--- src/rtl/uart_pkg.sv ---
// Shared UART constants and the arbiter state type.
package uart_pkg;

  localparam int UART_BYTE_W  = 8;
  localparam int DELAY_FRAMES = 234;  // serializer baud divider default

  typedef enum logic {
    ARB_IDLE,
    ARB_GRANTED
  } arb_state_t;

endpackage

--- src/rtl/uart_rr_pick.sv ---
// Combinational round-robin picker: first set bit of req after last_grant,
// wrapping modulo NUM_REQ.
module uart_rr_pick #(
  parameter int NUM_REQ = 4
) (
  input  logic [NUM_REQ-1:0]         req,
  input  logic [$clog2(NUM_REQ)-1:0] last_grant,
  output logic [$clog2(NUM_REQ)-1:0] winner,
  output logic                       any_valid
);

  localparam int GW = $clog2(NUM_REQ);

  int            idx;
  logic [GW-1:0] idx_w;

  // Scan farthest-first so the candidate right after last_grant is written last.
  always_comb begin
    winner    = '0;
    any_valid = |req;
    idx       = 0;
    idx_w     = '0;
    for (int i = NUM_REQ; i >= 1; i--) begin
      idx   = (int'(last_grant) + i) % NUM_REQ;
      idx_w = GW'(idx);
      if (req[idx_w]) winner = idx_w;
    end
  end

endmodule

--- src/rtl/uart_tx_arbiter.sv ---
// Round-robin arbiter sharing one UART byte serializer between NUM_REQ sources.
// Optional stall timeout enabled by defining UART_ARB_TIMEOUT_EN.
//   state       | meaning
//   ARB_IDLE    | no grant held; picks next winner when any source is valid
//   ARB_GRANTED | grant_id owns the serializer until its last byte transfers
module uart_tx_arbiter
  import uart_pkg::*;
#(
  parameter int NUM_REQ        = 4,
  parameter int TIMEOUT_CYCLES = 4096
) (
  input  logic                           clk,
  input  logic                           rst_n,
  input  logic [NUM_REQ-1:0]             req_valid,
  input  logic [UART_BYTE_W*NUM_REQ-1:0] req_data,
  input  logic [NUM_REQ-1:0]             req_last,
  output logic [NUM_REQ-1:0]             req_ready,
  output logic                           tx_valid,
  output logic [UART_BYTE_W-1:0]         tx_data,
  input  logic                           tx_ready,
  output logic [$clog2(NUM_REQ)-1:0]     grant_id,
  output logic                           busy,
  output logic                           timeout_evt
);

  localparam int GW = $clog2(NUM_REQ);

  if (NUM_REQ < 2 || NUM_REQ > 8 || TIMEOUT_CYCLES < 2) begin : g_param_check
    $error("uart_tx_arbiter: NUM_REQ or TIMEOUT_CYCLES out of range");
  end

  arb_state_t             state, next_state;
  logic [GW-1:0]          last_grant, winner;
  logic                   any_valid, sel_valid, sel_last, xfer, release_g, timeout;
  logic [UART_BYTE_W-1:0] sel_data;
  logic [UART_BYTE_W-1:0] data_arr [NUM_REQ];

  uart_rr_pick #(.NUM_REQ(NUM_REQ)) u_pick (
    .req       (req_valid),
    .last_grant(last_grant),
    .winner    (winner),
    .any_valid (any_valid)
  );

  for (genvar i = 0; i < NUM_REQ; i++) begin : g_unpack
    assign data_arr[i] = req_data[i*UART_BYTE_W +: UART_BYTE_W];
  end

  assign sel_valid = req_valid[grant_id];
  assign sel_last  = req_last[grant_id];
  assign sel_data  = data_arr[grant_id];
  assign xfer      = (state == ARB_GRANTED) && sel_valid && tx_ready;
  assign release_g = (xfer && sel_last) || timeout;

`ifdef UART_ARB_TIMEOUT_EN
  localparam int CW = $clog2(TIMEOUT_CYCLES);

  logic [CW-1:0] stall_cnt;

  // Expiry only while the owner is idle, so a byte in flight is never cut off.
  assign timeout = (state == ARB_GRANTED) && !sel_valid &&
                   (stall_cnt == CW'(TIMEOUT_CYCLES - 1));

  always_ff @(posedge clk or negedge rst_n) begin
    if (!rst_n)
      stall_cnt <= '0;
    else if (state != ARB_GRANTED || sel_valid || timeout)
      stall_cnt <= '0;
    else
      stall_cnt <= stall_cnt + CW'(1);
  end
`else
  assign timeout = 1'b0;
`endif

  assign timeout_evt = timeout;

  always_ff @(posedge clk or negedge rst_n) begin
    if (!rst_n) state <= ARB_IDLE;
    else        state <= next_state;
  end

  always_comb begin
    next_state = state;
    case (state)
      ARB_IDLE:    if (any_valid) next_state = ARB_GRANTED;
      ARB_GRANTED: if (release_g) next_state = ARB_IDLE;
      default:     next_state = ARB_IDLE;
    endcase
  end

  always_comb begin
    tx_valid  = 1'b0;
    tx_data   = '0;
    req_ready = '0;
    busy      = 1'b0;
    if (state == ARB_GRANTED) begin
      tx_valid            = sel_valid;
      tx_data             = sel_data;
      req_ready[grant_id] = tx_ready;
      busy                = 1'b1;
    end
  end

  always_ff @(posedge clk or negedge rst_n) begin
    if (!rst_n) begin
      grant_id   <= '0;
      last_grant <= GW'(NUM_REQ - 1);
    end else begin
      if (state == ARB_IDLE && any_valid)
        grant_id <= winner;
      if (state == ARB_GRANTED && release_g)
        last_grant <= grant_id;
    end
  end

endmodule
--- config.mk ---
export PLATFORM = sky130hd
export DESIGN_NAME = uart_tx_arbiter
export DESIGN_NICKNAME = d
export VERILOG_FILES = /design/src/rtl/uart_pkg.sv /design/src/rtl/uart_rr_pick.sv /design/src/rtl/uart_tx_arbiter.sv
export SDC_FILE = /design/constraint.sdc
export NUM_CORES = 1
export LEC_CHECK = 0
export ABC_AREA = 1
export CAP_MARGIN = 20
export CORE_MARGIN = 8
export CORE_UTILIZATION = 35
export CTS_CLUSTER_SIZE = 24
export DETAILED_ROUTE_END_ITERATION = 6
export PLACE_DENSITY = 0.9
export SLEW_MARGIN = 40
export SYNTH_ARGS = -nofsm -noshare
export SYNTH_HDL_FRONTEND = slang
export SYNTH_SLANG_ARGS = --single-unit
--- constraint.sdc ---
create_clock -name clk -period 2.95 [get_ports clk]
set_clock_uncertainty 0.05 [all_clocks]
set_input_delay 0.295 -clock clk [delete_from_list [all_inputs] [get_ports clk]]
set_output_delay 0.295 -clock clk [all_outputs]
set_load 0.05 [all_outputs]
==> results of run 1 <==
-- sequential cells by signal (all words and copies together) (netlist names) --
| signal | flops |
|---|---|
| grant_id | 2 |
| state | 1 |
| last_grant | 2 |
-- metal layers --
metal  vias to the layer above  GRT usage, %
li1                        531             -
met1                       472          15.0
met2                        56          24.5
met3                         4          13.8
met4                         0          3.99
met5                         -             0
-- placed cells by master (no fill, tap or decap) --
cell type,count
clkdlybuf4s50_1,58
nand2_1,55
a22oi_1,10
inv_1,10
a31oi_1,9
nand3_1,6
o21ai_1,4
nor3_1,3
nand2_2,3
nor2_1,3
clkbuf_4,3
dfrtp_1,3
inv_6,2
nor2_8,2
nand4_1,2
dfstp_2,2
nor2_4,1
nand2_4,1
inv_4,1
clkinv_1,1
nor2_2,1
inv_2,1
conb_1,1
clkbuf_1,1
-- critical path, cell delays in order, from the launching register on --
cell and delay [ns]:
dfrtp_1 0.58, nor2_4 0.34, a22oi_1 0.15, a31oi_1 0.15, clkdlybuf4s50_1 0.85
-- where the power goes --
group          switching, mW  internal [mW]  total [mW]  leakage [nW]
combinational          0.849          0.442        1.29         0.534
clock                 0.0309         0.0513      0.0822        0.0150
sequential             0.101          0.109       0.210        0.0542
total                  0.981          0.602        1.58         0.603
-- worst max path at each step --
stage / startpoint / endpoint / slack [ns] / cells after the start
after global placement: grant_id[0] / tx_valid / 0.58 / 7
after detailed placement: grant_id[0] / tx_data[6] / 0.53 / 4
after CTS: grant_id[0] / tx_data[6] / 0.27 / 4
after floorplan: grant_id[1] / req_ready[2] / 0.61 / 3
final: grant_id[0] / tx_data[6] / 0.27 / 4
after global routing: grant_id[1] / tx_data[0] / 0.14 / 5
-- cells by family after synthesis --
family	Yosys count	share of synthesized area, %
flip-flops	5	17.0
AO/OA/AOI/OAI	23	20.1
AND/OR/NAND/NOR	77	48.3
other	1	0.499
buffers and inverters	19	14.1
-- cell type report --
| class | instances | area [um^2] | share of cell area, % |
|---|---|---|---|
| inverter | 15 | 68.8 | 5.08 |
| timing repair buffer | 58 | 581 | 42.8 |
| multi-input combinational | 101 | 518 | 38.2 |
| clock buffer | 4 | 26.3 | 1.94 |
| sequential | 5 | 128 | 9.42 |
| tap | 27 | 33.8 | 2.49 |
==> metrics.yaml, run 1 <==
yosys:
  synth_area_um2: 752
  ys_warn_count: 0
  async_reset_ff_share_pct: 100
  synth_edf_count: 0
  synth.top_cell.area_share_pct: 27.5
  yosysMostFrequentCell: "nand2_1"
  ys_top_cells_by_area: "nand2_1, a22oi_1, dfrtp_1"
  syn_nets: 168
  ys.flop_type: "dfrtp_1"
  synth_seq_cells: 5
  synth_top_cell_by_area: "nand2_1"
  avgSynthCellArea_um2: 6.02
  synth_seq_area_share_pct: 17.0
  syn_inst: 125
  ys_types: 23
  synth_common_cells: "nand2_1, a22oi_1, inv_1"
layout:
  fin_util_pct: 67.7
  num-fill-cells: 181
  design_area_um2: 1360
  final_nets: 227
  finalNonFillerCells: 210
  syn2layout_area_growth_pct: 80.2
  diodes: 0
  drive_gt1_share_pct: 9.29
route:
  wirelength_mm: 3.05
  drc: 0
  drt-vias-per-instance: 5.06
  drtPass1Iterations: 4
  dr.max_layer_used: "met4"
  drt-initial-drc-count: 50
  wl_met1_mm: 1.09
  met2_length_mm: 1.38
  met3_wirelength_um: 555
  avgRoutedWirePerCell_um: 14.5
  antenna_left: 0
  num_vias: 1063
flow_run:
  cap_violations: 0
worst_setup_path:
  r2r_cells: 9
  critPathArrivalTime_ns: 2.33
  end_kind: "output pin"
  reg2reg_from: "grant_id[0]"
  r2r_slack_ns: 1.31
  timing.rr.end: "state"
  cp_max_fo: 10
  critical_path_required_ns: 2.61
  start_kind: "register"
  crit_type: "register to output pin"
clock_network:
  cts_root_buf: "clkbuf_4"
  htreeDepth: 1
  cts_tree: "done"
  cts_setup_buffers: 0
  cts_buffers: 3
  clkSlewWorstSetupHoldPaths_ns: 0.05
  ctsResizeCount: 0
  clkSinkCount: 5
  clock_latency_ns: 0.25
  clock_path_buffers: 2
  cts_hold_buf: 0
grt:
  grt_pass1_wl_mm: 5.00
  grt_pass1_vias: 1102
  antenna_found_initial: 0
  grt_max_degree: 11
  track_usage_pct: 15.6
  overflow: 0
floorplanning:
  die_h_um: 62.4
  dieArea_um2: 3890
  rows: 16
  die_w_um: 62.4
  pin_count: 60
  core_um2: 2000
  start_util_pct: 37.6
placement:
  hpwl_mm: 2.63
  post-place-cells: 206
  pre_cts_slack_ns: 0.527
  globalplace.congestion: 0.849
  dpl_cell_area_um2: 1330
  port_buffers: 58
power_and_ir_drop:
  power.leakage_nw: 0.603
  p_per_area_nw_per_um2: 1170
  finalPower_mw: 1.58
  ir_worst_vdd_mv: 1.17
timing:
  hold_viol: 0
  rsz0062_at_grt: "no"
  finalSetupTns_ns: 0
  fmax_mhz: 374
  drv_slew: 0
  slew-limit-headroom_pct: 60.5
  fin_ws_ns: 0.273
  fin_hold_ws_ns: 0.217
  min_period_ns: 2.68
  setup_violations: 0
  period_share_pct: 90.7
  worstMarginPinSlew_ns: 0.592
run_status:
  status: "finished clean"
worst_hold_path:
  hold_class: "input port to async pin"
(Power assumes the default switching activity.)
==> run 2: changes to the inputs <==
==> constraint.sdc (replaced) <==
create_clock -name clk -period 2.95 [get_ports clk]
set_clock_uncertainty 0.05 [all_clocks]
set_input_delay 0.59 -clock clk [delete_from_list [all_inputs] [get_ports clk]]
set_output_delay 0.59 -clock clk [all_outputs]
set_load 0.05 [all_outputs]
==> metrics.yaml, run 2 (synthesis gave the netlist of run 1 again) <==
worst_hold_path:
  hold_depth: 2
  hold_class: "register to register"
clock_network:
  htreeDepth: 1  # unchanged
  clock_latency_ns: 0.24  # about the same
  cts_setup_buffers: 0  # unchanged
  cts_hold_buf: 0  # unchanged
  cts_tree: "done"
  clkSinkCount: 5  # unchanged
  cts_root_buf: "clkbuf_4"
  clkSlewWorstSetupHoldPaths_ns: 0.04  # about the same
  cts_buffers: 3  # unchanged
  clock_path_buffers: 2  # unchanged
  ctsResizeCount: 0  # unchanged
worst_setup_path:
  critPathArrivalTime_ns: 1.90  # -0.43 ns
  start_kind: "register"
  critical_path_required_ns: 2.31  # -0.30 ns
  max_stage_delay_ns: 0.92  # +0.07 ns
  timing.rr.end: "state"
  cp_cell_sequence: "clkdlybuf4s50_1"
  path_depth: 1  # -3
  crit_type: "register to output pin"
  reg2reg_from: "grant_id[1]"
  startpoint: "grant_id[1]"
  crit_end: "grant_id[1]"
  critical_path.slowest_cell: "clkdlybuf4s50_1"
  cp_top_family: "buffers and inverters"
  cp.buffers_inverters: 1  # unchanged
  r2r_cells: 9  # unchanged
  r2r_slack_ns: 1.30  # about the same
  end_kind: "output pin"
  cp_max_fo: 8  # -2
floorplanning:
  die_h_um: 62.4  # unchanged
  die_w_um: 62.4  # unchanged
  pin_count: 60  # unchanged
  rows: 16  # unchanged
  start_util_pct: 37.6  # unchanged
  core_um2: 2000  # unchanged
  dieArea_um2: 3890  # unchanged
timing:
  drv_slew: 0  # unchanged
  min_period_ns: 2.54  # -0.141 ns
  finalSetupTns_ns: 0  # unchanged
  fmax_mhz: 394  # +5.6%
  setup_violations: 0  # unchanged
  period_share_pct: 86.0  # -4.8 points
  hold_viol: 0  # unchanged
  slew-limit-headroom_pct: 58.8  # -1.7 points
  worstMarginPinSlew_ns: 0.618  # +0.0254 ns
  rsz0062_at_grt: "no"
layout:
  reg_top3: "grant_id (2), last_grant (2), state (1)"
  layout_commonest_cell: "nand2_1"
  syn2layout_area_growth_pct: 82.5
  drive_gt1_share_pct: 16.4  # +7.1 points
  diodes: 0  # unchanged
  design_area_um2: 1370  # +1.3%
  layout_common_cells: "nand2_1, clkdlybuf4s50_1, a22oi_1, inv_1"
  final_nets: 227  # unchanged
placement:
  hpwl_mm: 2.48  # -5.6%
  port_buffers: 58  # unchanged
  dpl_cell_area_um2: 1350  # +1.3%
  globalplace.congestion: 0.808  # -4.8%
grt:
  grt_pass1_vias: 1087  # -1.4%
  overflow: 0  # unchanged
  grt_pass1_wl_mm: 4.75  # -4.8%
  track_usage_pct: 14.6  # -1.1 points
  grt_max_degree: 11  # unchanged
  antenna_found_initial: 0  # unchanged
power_and_ir_drop:
  seq_power_share_pct: 13.4  # about the same
  p_per_area_nw_per_um2: 1160  # -0.61%
  internal_power_mw: 0.614  # +2.0%
  sw_frac_of_total_pct: 61.5  # -0.51 points
  ir_worst_vdd_mv: 0.944  # -19%
  power.leakage_nw: 0.635  # +5.3%
  pwr-share-clk_pct: 4.9  # -0.3 points
  switchingPower_mw: 0.979  # -0.15%
  comb_power_share_pct: 81.7  # +0.2 points
route:
  antenna_left: 0  # unchanged
  drt-initial-drc-count: 32  # -36%
  wirelength_mm: 2.87  # -6.0%
  avgRoutedWirePerCell_um: 13.7  # -6.0%
  drc: 0  # unchanged
  drtPass1Iterations: 4  # unchanged
  drt-vias-per-instance: 4.98  # -1.7%
  num_vias: 1045  # -1.7%
run_status:
  status: "finished clean"
flow_run:
  cap_violations: 0  # unchanged
[run 2: cell types whose count changed in the layout (fill, tap and decap cells not counted)]
cell and change:
buf_12 +4, buf_4 +9, clkdlybuf4s50_1 -13
[run 2: worst min-delay path by stage]
| stage | start | to | slack [ns] |
|---|---|---|---|
| floorplan | rst_n | grant_id[0] | 0.24 |
| global placement | last_grant[1] | last_grant[1] | 0.44 |
| detailed placement | last_grant[1] | last_grant[1] | 0.45 |
| CTS | last_grant[1] | last_grant[1] | 0.46 |
| global route | last_grant[1] | last_grant[1] | 0.50 |
| finish | last_grant[1] | last_grant[1] | 0.46 |
[run 2: power by group through the flow]
stage / sequential [mW] / clock [mW] / combinational [mW]
2_1_floorplan: 0.194 / 0 / 0.930
3_3_place_gp: 0.208 / 0 / 1.29
3_5_place_dp: 0.214 / 0 / 1.31
4_1_cts: 0.213 / 0.0815 / 1.31
5_1_grt: 0.223 / 0.0870 / 1.40
6_report: 0.213 / 0.0788 / 1.30
[run 2: metrics by stage]
stage	power (mW)	util (%)	hold slack (ns)	setup WS, ns	instances
CTS	1.60	68.6	0.457	0.409	210
global route	1.71	68.6	0.498	0.349	210
global placement	1.50	67.3	0.443	0.630	206
detailed placement	1.52	67.3	0.450	0.560	206
finish	1.59	68.6	0.457	0.414	210
floorplan	1.12	-	0.244	0.311	125
[run 2: final cells by class]
type	count	area, um^2
multi-input cells	101	518
flip-flops and latches	5	128
inverters	15	68.8
clock buffers	4	26.3
repair buffers	58	598
well taps	27	33.8
fillers	173	629
[run 2: routing by layer]
| metal | global-route usage (%) | share of wire, % | routed length, um | vias up |
|---|---|---|---|---|
| met5 | 0 | 0 | 0 | - |
| met1 | 14.3 | 37 | 1060 | 456 |
| met3 | 11.5 | 16 | 459 | 0 |
| li1 | - | - | - | 530 |
| met4 | 1.71 | 0 | 0 | 0 |
| met2 | 24.3 | 47 | 1350 | 59 |
[run 2: tightest hold or removal path, stage by stage (launching register included)]
cell and delay, ns:
dfstp_2 0.38, nand2_1 0.06, o21ai_1 0.06
